`config.mk`:
```
export PLATFORM = sky130hd
export DESIGN_NAME = microcode_loader_flat
export DESIGN_NICKNAME = d
export VERILOG_FILES = /design/src/rtl/microcode_loader_pkg.sv /design/src/rtl/microcode_loader_if.sv /design/src/rtl/microcode_byte_packer.sv /design/src/rtl/microcode_loader.sv /design/src/flat_wrapper.sv
export SDC_FILE = /design/constraint.sdc
export NUM_CORES = 1
export LEC_CHECK = 0
export CORE_MARGIN = 2
export CORE_UTILIZATION = 35
export DETAILED_ROUTE_END_ITERATION = 8
export REMOVE_ABC_BUFFERS = 1
export SETUP_SLACK_MARGIN = 0.4
export SLEW_MARGIN = 20
export SYNTH_ARGS = -nofsm -noshare
export SYNTH_HDL_FRONTEND = slang
export SYNTH_SLANG_ARGS = --single-unit
```
`constraint.sdc`:
```
create_clock -name clk_i -period 2.2 [get_ports clk_i]
set_input_delay 0.44 -clock clk_i [delete_from_list [all_inputs] [get_ports clk_i]]
set_output_delay 0.44 -clock clk_i [all_outputs]
set_load 0.005 [all_outputs]
```
`src/rtl/microcode_loader_pkg.sv`:
```
// Shared constants and state encoding for the microcode loader.
package microcode_loader_pkg;

    localparam int unsigned PCB_WIDTH  = 24;
    localparam int unsigned DEPTH_LOG2 = 6;
    localparam int unsigned NBYTES     = (PCB_WIDTH + 7) / 8;

    typedef enum logic [1:0] {
        StIdle    = 2'd0,
        StCollect = 2'd1,
        StWrite   = 2'd2,
        StFinish  = 2'd3
    } state_e;

endpackage

```
`src/rtl/microcode_loader_if.sv`:
```
// Byte stream handshake feeding the loader (MSB of each word first).
interface microcode_loader_if;

    logic [7:0] s_data;
    logic       s_valid;
    logic       s_ready;

    modport master (output s_data, output s_valid, input s_ready);
    modport slave (input s_data, input s_valid, output s_ready);

endinterface

```
`src/rtl/microcode_byte_packer.sv`:
```
// Shifts stream bytes into a control word; flags the byte that completes it.
module microcode_byte_packer
    import microcode_loader_pkg::*;
#(
    parameter int unsigned Width  = PCB_WIDTH,
    parameter int unsigned NBytes = (Width + 7) / 8
) (
    input  logic             clk_i,
    input  logic             rst_ni,
    input  logic             clr_i,
    input  logic             en_i,
    input  logic [7:0]       data_i,
    output logic [Width-1:0] word_o,
    output logic             last_o
);

    localparam int unsigned IdxW = $clog2(NBytes + 1);
    localparam logic [IdxW-1:0] LastIdx = IdxW'(NBytes - 1);

    logic [IdxW-1:0]  idx_q, idx_d;
    logic [Width-1:0] word_q, word_d;

    always_comb begin
        idx_d  = idx_q;
        word_d = word_q;
        last_o = en_i && (idx_q == LastIdx);
        if (clr_i) begin
            idx_d  = '0;
            word_d = '0;
        end else if (en_i) begin
            // Excess high bits of the first byte fall off the top.
            word_d = {word_q[Width-9:0], data_i};
            idx_d  = idx_q + IdxW'(1);
        end
    end

    always_ff @(posedge clk_i or negedge rst_ni) begin
        if (!rst_ni) begin
            idx_q  <= '0;
            word_q <= '0;
        end else begin
            idx_q  <= idx_d;
            word_q <= word_d;
        end
    end

    assign word_o = word_q;

endmodule

```
`src/rtl/microcode_loader.sv`:
```
// Streams bytes into microcode RAM words: one write per packed word, with
// completion pulse, sticky error and running XOR checksum.
module microcode_loader
    import microcode_loader_pkg::*;
#(
    parameter int unsigned PcbWidth  = PCB_WIDTH,
    parameter int unsigned DepthLog2 = DEPTH_LOG2
) (
    input  logic                 clk_i,
    input  logic                 rst_i,
    input  logic                 start_i,
    input  logic [DepthLog2-1:0] base_i,
    input  logic [DepthLog2:0]   count_i,
    input  logic                 abort_i,
    microcode_loader_if.slave    s_if,
    output logic                 we_o,
    output logic [DepthLog2-1:0] waddr_o,
    output logic [PcbWidth-1:0]  wdata_o,
    output logic                 busy_o,
    output logic                 done_o,
    output logic                 err_o,
    output logic [PcbWidth-1:0]  chk_o
);

    localparam logic [DepthLog2+1:0] Entries = (DepthLog2 + 2)'(2 ** DepthLog2);

    state_e               state_q, state_d;
    logic [DepthLog2-1:0] addr_q, addr_d;
    logic [DepthLog2:0]   rem_q, rem_d;
    logic                 err_q, err_d;
    logic                 done_q, done_d;
    logic [PcbWidth-1:0]  chk_q, chk_d;

    logic                 pk_clr, pk_en, pk_last, write;
    logic [PcbWidth-1:0]  pk_word;
    logic                 range_err;

    assign range_err = ({2'b00, base_i} + {1'b0, count_i}) > Entries;

    microcode_byte_packer #(
        .Width (PcbWidth)
    ) u_packer (
        .clk_i  (clk_i),
        .rst_ni (rst_i),
        .clr_i  (pk_clr),
        .en_i   (pk_en),
        .data_i (s_if.s_data),
        .word_o (pk_word),
        .last_o (pk_last)
    );

    always_comb begin
        state_d = state_q;
        addr_d  = addr_q;
        rem_d   = rem_q;
        err_d   = err_q;
        done_d  = 1'b0;
        chk_d   = chk_q;
        pk_clr  = 1'b0;
        pk_en   = 1'b0;
        write   = 1'b0;
        unique case (state_q)
            StIdle: begin
                if (start_i) begin
                    if (range_err) begin
                        err_d  = 1'b1;
                        done_d = 1'b1;
                    end else begin
                        err_d = 1'b0;
                        chk_d = '0;
                        if (count_i == '0) begin
                            done_d = 1'b1;
                        end else begin
                            addr_d  = base_i;
                            rem_d   = count_i;
                            pk_clr  = 1'b1;
                            state_d = StCollect;
                        end
                    end
                end
            end
            StCollect: begin
                if (abort_i) begin
                    err_d   = 1'b1;
                    done_d  = 1'b1;
                    pk_clr  = 1'b1;
                    state_d = StIdle;
                end else begin
                    pk_en = s_if.s_valid;
                    if (pk_last) state_d = StWrite;
                end
            end
            StWrite: begin
                if (abort_i) begin
                    err_d   = 1'b1;
                    done_d  = 1'b1;
                    pk_clr  = 1'b1;
                    state_d = StIdle;
                end else begin
                    write   = 1'b1;
                    chk_d   = chk_q ^ pk_word;
                    // Counter may wrap to 0 after address 63; it is never used then.
                    addr_d  = addr_q + DepthLog2'(1);
                    rem_d   = rem_q - (DepthLog2 + 1)'(1);
                    pk_clr  = 1'b1;
                    state_d = (rem_q == (DepthLog2 + 1)'(1)) ? StFinish : StCollect;
                end
            end
            StFinish: begin
                state_d = StIdle;
            end
        endcase
    end

    always_ff @(posedge clk_i or negedge rst_i) begin
        if (!rst_i) begin
            state_q <= StIdle;
            addr_q  <= '0;
            rem_q   <= '0;
            err_q   <= 1'b0;
            done_q  <= 1'b0;
            chk_q   <= '0;
        end else begin
            state_q <= state_d;
            addr_q  <= addr_d;
            rem_q   <= rem_d;
            err_q   <= err_d;
            done_q  <= done_d;
            chk_q   <= chk_d;
        end
    end

    assign s_if.s_ready = (state_q == StCollect);
    assign we_o         = write;
    assign waddr_o      = write ? addr_q : '0;
    assign wdata_o      = write ? pk_word : '0;
    assign busy_o       = (state_q != StIdle);
    assign done_o       = done_q || (state_q == StFinish);
    assign err_o        = err_q;
    assign chk_o        = chk_q;

endmodule

```
`src/flat_wrapper.sv`:
```
// flat-port wrapper written by rule: the top's interface ports become plain ports
module microcode_loader_flat import microcode_loader_pkg::*;
#(
    parameter int unsigned PcbWidth  = PCB_WIDTH,
    parameter int unsigned DepthLog2 = DEPTH_LOG2
)
  (clk_i, rst_i, start_i, base_i, count_i, abort_i, we_o, waddr_o, wdata_o, busy_o, done_o, err_o, chk_o, s_if_s_data, s_if_s_valid, s_if_s_ready);
  microcode_loader_if s_if_i ();
  input  logic clk_i;
  input  logic rst_i;
  input  logic start_i;
  input  logic [DepthLog2-1:0] base_i;
  input  logic [DepthLog2:0] count_i;
  input  logic abort_i;
  output logic we_o;
  output logic [DepthLog2-1:0] waddr_o;
  output logic [PcbWidth-1:0] wdata_o;
  output logic busy_o;
  output logic done_o;
  output logic err_o;
  output logic [PcbWidth-1:0] chk_o;
  input wire logic [$bits(s_if_i.s_data)-1:0] s_if_s_data;
  input wire logic [$bits(s_if_i.s_valid)-1:0] s_if_s_valid;
  output wire logic [$bits(s_if_i.s_ready)-1:0] s_if_s_ready;
  assign s_if_i.s_data = s_if_s_data;
  assign s_if_i.s_valid = s_if_s_valid;
  assign s_if_s_ready = s_if_i.s_ready;
  microcode_loader #(.PcbWidth(PcbWidth), .DepthLog2(DepthLog2)) u_core (.clk_i(clk_i), .rst_i(rst_i), .start_i(start_i), .base_i(base_i), .count_i(count_i), .abort_i(abort_i), .s_if(s_if_i), .we_o(we_o), .waddr_o(waddr_o), .wdata_o(wdata_o), .busy_o(busy_o), .done_o(done_o), .err_o(err_o), .chk_o(chk_o));
endmodule
```
; Word level (Yosys, flattened, before mapping)
; Index checks and enable logic that the tools add are counted.
; Widths: inputs -> output; s select.
[totals]
word_cells = 83
ff_bits = 67
in_bits = 26
[op_classes]
n_reduce_logical = 13
n_eq_ne = 11
bitwise = 1
add_sub_neg = 4
n_lt_le_gt_ge = 1
mux = 45
[op_table]
columns = op, n
row1 = $mux 24, 6
row2 = $pmux 24 s2, 1
row3 = $mux 6, 5
row4 = $mux 7, 4
row5 = $xor 24x24->24, 1
row6 = $mux 2, 9
row7 = $mux 1, 14
row8 = $pmux 7 s2, 1
row9 = $pmux 6 s2, 1
row10 = $add 6x7->8, 1
row11 = $gt 8x7->1 const B, 1
row12 = $ne 2x2->1 const B, 4
row13 = $pmux 2 s4, 1
row14 = $reduce_and 4->1, 2
row15 = $reduce_bool 2->1, 4
row16 = $eq 7x1->1 const B, 1
row17 = $logic_not 7->1, 1
row18 = $sub 7x1->7 const B, 1
row19 = $add 6x1->6 const B, 1
row20 = $eq 2x2->1 const B, 3
row21 = $reduce_and 5->1, 1
row22 = $pmux 1 s2, 2
row23 = $ne 3x2->1 const B, 1
row24 = $pmux 1 s3, 1
row25 = other kinds (8), 8

; Logic depth before layout (Yosys ltp)
; Gate-level depths: netlist (run 1).
[logic_depth]
word_depth = 6
ltp_mapped = 12

; Hierarchy
; A second synthesis (run 1) with hierarchy kept.
[hier_totals]
cells_unflattened = 495
hier_area_um2 = 4474.3
[modules_own_cells]
columns = module, area_per_inst_um2, instances, cells_each
row1 = microcode_loader, 3373.2, 1, 407
row2 = microcode_byte_packer, 1101.1, 1, 88

; Worst setup path after synthesis (run 1)
; Ideal clock, no wire load.
[synth_path]
kind = input-to-reg
start = input port base_i[0]
end = register u_core.rem_q[5]
setup_time_ps = 126
slack_ps = -666
path_buffers = 1
t_required_ps = 2074
arrival_time_ps = 2740
stages = 11
path_cell_list = ha_1 > inv_1 > fa_1 > nand2b_1 > a21oi_1 > or4b_1 > a21bo_1 > o211a_1 > buf_6 > o31a_1 > a221o_1
[synth_via]
elab_chain_cells = 4
[synth_lines]
columns = element, line
row1 = from (decl), flat_wrapper.sv:12  ; input logic [DepthLog2-1:0] base_i;
row2 = $add 6x7->8, microcode_loader.sv:38  ; assign range_err = ({2'b00, base_i} + {1'b0, count_i}) > Entries;
row3 = $gt 8x7->1, microcode_loader.sv:38
row4 = $ne 2x2->1 (no line), n/a
row5 = $reduce_and 5->1 (no line), n/a
row6 = to (signal assigned), microcode_loader.sv:126  ; rem_q <= rem_d;
row7 = to (decl), microcode_loader.sv:29  ; logic [DepthLog2:0] rem_q, rem_d;
; No other way between the ends.
; A chain may end at the register's enable or synchronous reset.

; Worst setup path after layout (run 1)
; Same ends and word-level chain as after synthesis.

==> impl_metrics.json, run 1 <==
{
  "viasPerCell": 5.54,
  "reg2reg_depth": 8,
  "drtIter0Drc": 322,
  "holdWs_ns": 0.116,
  "die_h_um": 112,
  "grt_pass1_vias": 4183,
  "period_needed_ns": 2.44,
  "dp_slack_ns": -1.28,
  "synth_edf_count": 0,
  "yosysWarnings": 0,
  "timing.final.crit_share_pct": 111,
  "yosysUniqueCellTypes": 53,
  "start_util_pct": 35.7,
  "gp_congestion": 0.871,
  "ios": 85,
  "powerDensity_mw_per_mm2": 958,
  "rsz0062_at_grt": "true",
  "dp_cells": 704,
  "synth_area_mm2": 0.00406,
  "violations": "setup timing",
  "fin_skew_ns": 0.00470,
  "dp.final_hpwl_mm": 7.86,
  "grt_pass1_wl_mm": 21.2,
  "insertion_delay_ns": 0.33,
  "insertedDiodeCount": 0,
  "clkTransAtPathRegs_ns": 0.06,
  "core_area_mm2": 0.0114,
  "fmax_mhz": 410,
  "cp-start-kind": "input pin",
  "die_w_um": 112,
  "max-slew-margin-rel_pct": 63.6,
  "critPathCaptureType": "flip-flop",
  "cts.sink_count": 67,
  "synth-seq-area-share_pct": 41.3,
  "nNetsFinal": 646,
  "cts_tree": "yes",
  "io_buffers": 84,
  "dr.pass1.iters": 5,
  "vias": 4164,
  "timing.final.hold_violations": 0,
  "worst_slack_ns": -0.240,
  "status": "finished with violations",
  "finalNonFillerCells": 752,
  "area_growth_pct": 62.9,
  "setup_violations": 68,
  "path_class": "input pin to flip-flop",
  "p_leak_nw": 2.74,
  "power_mw": 6.33,
  "syn_inst": 458,
  "async_reset_ff_share_pct": 100,
  "cp_data_required_time_ns": 2.42,
  "peakVddDrop_uv": 621,
  "root_buffer": "clkbuf_16",
  "r2r_start": "u_core.state_q[0]",
  "die_area_mm2": 0.0125,
  "htree_levels": 3,
  "cts_made_buffers": 9,
  "cts_hold_buf": 0,
  "grt_max_degree": 68,
  "rows": 39,
  "crit_path_max_incr_delay_ns": 0.48,
  "synth-seq-cells": 67,
  "slowest_stage": "or4b_4",
  "clockBufferDepth": 2,
  "antenna_found_initial": 0,
  "postRouteAntennaNets": 0,
  "crit_arrival_ns": 2.66,
  "gr-total-overflow": 0,
  "wl_mm": 13.1,
  "maxCapViolCount": 0,
  "worst_slew_pin_slew_ns": 0.540,
  "detail_route.wl_per_cell_um": 17.4,
  "setup_tns_ns": -8.83,
  "hold_path.class": "input pin to asynchronous set/reset pin",
  "syn_avg_cell_area_um2": 8.86,
  "route.detailed.drc": 0,
  "grt_use_total_pct": 20.9,
  "drv_slew": 0,
  "worstPathMaxFanout": 3,
  "drive_gt1_share_pct": 36.6,
  "rr_endpoint": "u_core.rem_q[2]",
  "reg2reg_setup_slack_ns": 0.13,
  "cp_cell_sequence": "buf_8 -> ha_4 -> inv_2 -> fa_2 -> nand2b_4 -> a21oi_4 -> or4b_4 -> a21bo_4 -> o211a_4 -> o31a_1 -> a221o_1",
  "synth_flop_cell": "dfrtp_1"
}
==> what timing repair did <==
item,4_1_cts,5_1_grt
cloned,3,2
endpoints found under the setup margin,101,101
resized for setup,262,74
pin swaps,23,18
buffers inserted,19,9
==> Yosys cell counts (3+ instances only) <==
library cell	instances	area [µm²]
nor3_1	6	30.0
nand2_1	66	248
and2_1	31	194
nand2b_1	5	31.3
inv_1	17	63.8
nor2_1	11	41.3
a221o_1	7	70.1
nor4_1	4	25.0
a21oi_1	38	190
ha_1	14	175
buf_2	5	25.0
clkbuf_1	20	75.1
nand3b_1	51	383
dfrtp_1	67	1680
o211ai_1	25	188
o21ai_0	35	175
a31oi_1	4	25.0
or2_2	3	18.8
xnor2_1	3	26.3
nand3_1	5	25.0
==> sequential cells by signal (all words and copies together) (netlist names) <==
signal                  count
u_core.chk_o               24
u_core.u_packer.word_o     24
u_core.rem_q                7
u_core.addr_q               6
u_core.state_q              2
u_core.u_packer.idx_q       2
u_core.done_q               1
u_core.err_o                1
==> critical path: cells and delay by family <==
kind / cells / cell delay, ns
AND/OR/NAND/NOR: 2 / 0.65
buffers and inverters: 2 / 0.11
adder cells (fa/ha/maj): 2 / 0.46
AO/OA/AOI/OAI: 5 / 0.99
==> report_power, final <==
| part | total, mW | leakage, nW | internal (mW) | switching [mW] |
|---|---|---|---|---|
| registers | 1.77 | 0.904 | 1.47 | 0.292 |
| logic | 3.02 | 1.68 | 1.46 | 1.56 |
| clock network | 1.55 | 0.152 | 0.989 | 0.558 |
| total | 6.33 | 2.74 | 3.93 | 2.40 |
==> routing by layer <==
metal | GRT usage, % | vias to the layer above | part of all wire, % | wire length (µm)
li1 | - | 1946 | - | -
met1 | 27.9 | 2047 | 44 | 5760
met2 | 33.9 | 143 | 49 | 6390
met3 | 4.46 | 28 | 5.0 | 651
met4 | 7.16 | 0 | 2.2 | 289
met5 | 0 | - | 0 | 0
==> worst max path at each step <==
stage / start / endpoint / slack [ns] / depth (start not counted)
6_report: base_i[0] / u_core.rem_q[5] / -0.24 / 11
5_1_grt: base_i[0] / u_core.rem_q[5] / -0.29 / 11
4_1_cts: count_i[0] / u_core.rem_q[5] / -0.27 / 11
3_5_place_dp: base_i[0] / u_core.addr_q[2] / -1.28 / 12
3_3_place_gp: base_i[0] / u_core.addr_q[2] / -1.20 / 12
2_1_floorplan: u_core.state_q[0] / u_core.chk_o[0] / -1.70 / 7
==> cells by family after synthesis <==
kind of cell / after synthesis / synth area share [%]
multiplexers: 1 / 0.247
AND/OR/NAND/NOR: 194 / 27.1
adder cells (fa/ha/maj): 15 / 4.81
flip-flops: 67 / 41.3
XOR/XNOR: 4 / 0.864
buffers and inverters: 45 / 4.59
AO/OA/AOI/OAI: 132 / 21.1
==> cells in the final DEF, fill, tap and decap left out, types with 3 or more instances in the layout <==
cell type / count
clkdlybuf4s50_1: 35
buf_6: 54
dlygate4sd2_1: 7
clkbuf_16: 11
buf_8: 4
nand3_1: 3
dfrtp_1: 66
o21ai_1: 10
buf_16: 3
ha_4: 10
a21oi_1: 36
nor2_1: 7
and2_4: 30
a221o_1: 7
buf_4: 46
nand2b_1: 3
o211ai_1: 25
nor3_1: 5
ha_1: 4
nand2_1: 65
inv_1: 10
buf_12: 7
nand3b_1: 51
inv_2: 5
xnor2_1: 3
o21ai_0: 25
buf_2: 3
==> layout make-up <==
type                       count  area [µm²]
sequential                    67        1680
inverter                      17        73.8
multi-input combinational    346        2630
clock inverter                 6        90.1
tap                          143         179
timing repair buffer         164        1740
clock buffer                   9         225
fill                         988        4760
==> stage by stage <==
stage                     util, %  instance area, µm²
after global routing         58.1                6610
after detailed placement     47.3                5370
final                        58.1                6610
after floorplan                 -                3940
after global placement       47.3                5370
after CTS                    54.8                6230
Power figures use the tool's default switching activity.
==> inputs of run 2 (changes only) <==
- ABC_CLOCK_PERIOD_IN_PS: not set -> 2950
- CORE_MARGIN: 2 -> not set
- clock period: 2.2 -> 2.95 ns (I/O delays scaled with it)
==> impl_metrics.json, run 2 (synthesis gave the netlist of run 1 again) <==
{
  "htree_levels": 3,
  "dp_slack_ns": -0.691,
  "die_w_um": 110,
  "grt_pass1_wl_mm": 19.9,
  "gp_congestion": 0.866,
  "detail_route.wl_per_cell_um": 17.0,
  "rows": 38,
  "cp_cell_sequence": "buf_8 -> ha_4 -> inv_2 -> fa_2 -> nand2b_4 -> a21oi_2 -> or4b_4 -> a21bo_4 -> o211a_1 -> o31a_1 -> a221o_1",
  "ios": 85,
  "gr-total-overflow": 0,
  "clockBufferDepth": 2,
  "placed_cell_area_mm2": 0.00527,
  "insertedDiodeCount": 0,
  "cts_tree": "yes",
  "fin_skew_ns": 0.00564,
  "io_buffers": 84,
  "core_area_mm2": 0.0111,
  "cp_data_required_time_ns": 3.16,
  "maxCapViolCount": 0,
  "hold_path.class": "input pin to asynchronous set/reset pin",
  "crit_path_max_incr_delay_ns": 0.50,
  "rsz0062_at_grt": "true",
  "drive_gt1_share_pct": 21.8,
  "dp_cells": 693,
  "worstPathMaxFanout": 2,
  "wl_mm": 12.3,
  "final_cell_mix": "dfrtp_1, nand2_1, nand3b_1, clkdlybuf4s50_1, buf_4",
  "clkTransAtPathRegs_ns": 0.06,
  "p_leak_nw": 2.74,
  "die_area_mm2": 0.0120,
  "status": "completed",
  "timing.final.crit_share_pct": 89.3,
  "register_area_mm2": 0.00168,
  "path_class": "input pin to flip-flop",
  "slowest_stage": "or4b_4",
  "postRouteAntennaNets": 0,
  "cp.buffers_inverters": 2,
  "timing.final.hold_violations": 0,
  "nNetsFinal": 619,
  "grt_use_total_pct": 21.4,
  "start_util_pct": 36.6,
  "area_growth_pct": 50.8,
  "drtIter0Drc": 167,
  "insertion_delay_ns": 0.33,
  "fmax_mhz": 380,
  "setup_violations": 0,
  "crit_family": "compound AO/OA/AOI/OAI gates",
  "route.detailed.drc": 0,
  "period_needed_ns": 2.63,
  "drv_slew": 0,
  "worst_slew_pin_slew_ns": 1.02,
  "cts_made_buffers": 9,
  "peakVddDrop_uv": 528,
  "dp.final_hpwl_mm": 7.81,
  "finalNonFillerCells": 723,
  "grt_pass1_vias": 4029,
  "fin_util_pct": 55.2,
  "crit_arrival_ns": 2.85,
  "final_area_mm2": 0.00612,
  "holdWs_ns": 0.250,
  "antenna_found_initial": 0,
  "multi_input_area_mm2": 0.00253,
  "critPathCaptureType": "flip-flop",
  "powerDensity_mw_per_mm2": 696,
  "vias": 3978,
  "cts_hold_buf": 0,
  "worst_slack_ns": 0.316,
  "cts.sink_count": 67,
  "grt_max_degree": 55,
  "fillCellCount": 1007,
  "max-slew-margin-rel_pct": 32.1,
  "cp-start-kind": "input pin",
  "root_buffer": "clkbuf_16",
  "dr.pass1.iters": 4,
  "die_h_um": 110,
  "final_common_cell": "dfrtp_1",
  "viasPerCell": 5.50
}
run 2: cell types whose count changed in the layout (fill, tap and decap cells not counted), moves of 5 or more:
cell	before	now
buf_6	54	11
and2_1	1	31
and2_4	30	0
buf_4	46	37
clkdlybuf4s50_1	35	51
dlymetal6s2s_1	1	18
buf_12	7	2
run 2: layer usage:
metal  part of all wire [%]  GRT usage, %  vias to the layer above  routed length (µm)
met5                      0             0                        -                   0
met4                    2.2          7.05                        0                 271
met3                    4.2          4.51                       20                 513
met2                     50          36.5                      103                6140
met1                     44          27.0                     1966                5400
li1                       -             -                     1889                   -
run 2: area by class of cell:
class,instances,share of cell area [%]
multi-input combinational,346,41.4
timing repair buffer,137,22.5
sequential,67,27.4
tap,140,2.86
clock buffer,11,3.80
inverter,17,1.17
clock inverter,5,0.880
run 2: what timing repair did:
| item | CTS | global route |
|---|---|---|
| setup buffers | 4 | 8 |
| cloned | 1 | 1 |
| gates resized for setup | 79 | 57 |
| setup endpoints to repair | 98 | 94 |
| pin swaps | 18 | 24 |
run 2: report_power, final:
group / total [mW] / switching, mW / leakage (nW) / internal, mW
logic: 1.91 / 1.06 / 1.69 / 0.852
registers: 1.29 / 0.195 / 0.905 / 1.10
clock network: 1.05 / 0.396 / 0.143 / 0.652
run 2: through the flow:
stage	setup TNS, ns	power (mW)
floorplan	-40.11	2.06
global route	0	4.53
finish	0	4.26
global placement	-27.01	2.79
CTS	0	4.06
detailed placement	-32.15	2.81
run 2: worst register-to-register path, delay by kind of cell (launching register included):
| family | cells | cell delay [ns] |
|---|---|---|
| AOI/OAI and AO/OA | 3 | 1.33 |
| buffers and inverters | 2 | 0.20 |
| and+or+nand+nor | 2 | 0.21 |
| adders and majority gates | 1 | 0.20 |
| DFF | 1 | 0.43 |
run 2: final timing paths:
check                                          from                  endpoint  slack, ns  cells after the start
max                                       base_i[0]           u_core.rem_q[5]       0.32                     11
min                                           rst_i          u_core.chk_o[16]       0.25                      1
max reg2reg                       u_core.state_q[1]          u_core.addr_q[3]       0.47                      8
min reg2reg                u_core.u_packer.idx_q[1]  u_core.u_packer.idx_q[1]       0.53                      2
max in group asynchronous                     rst_i         u_core.state_q[1]       1.95                      2
min in group clk_i         u_core.u_packer.idx_q[1]  u_core.u_packer.idx_q[1]       0.53                      2
==> inputs of run 3 (changes only) <==
- CAP_MARGIN: not set -> 20
==> results of run 3 <==
The final DEF is identical to that of run 2; final timing and power are the same.
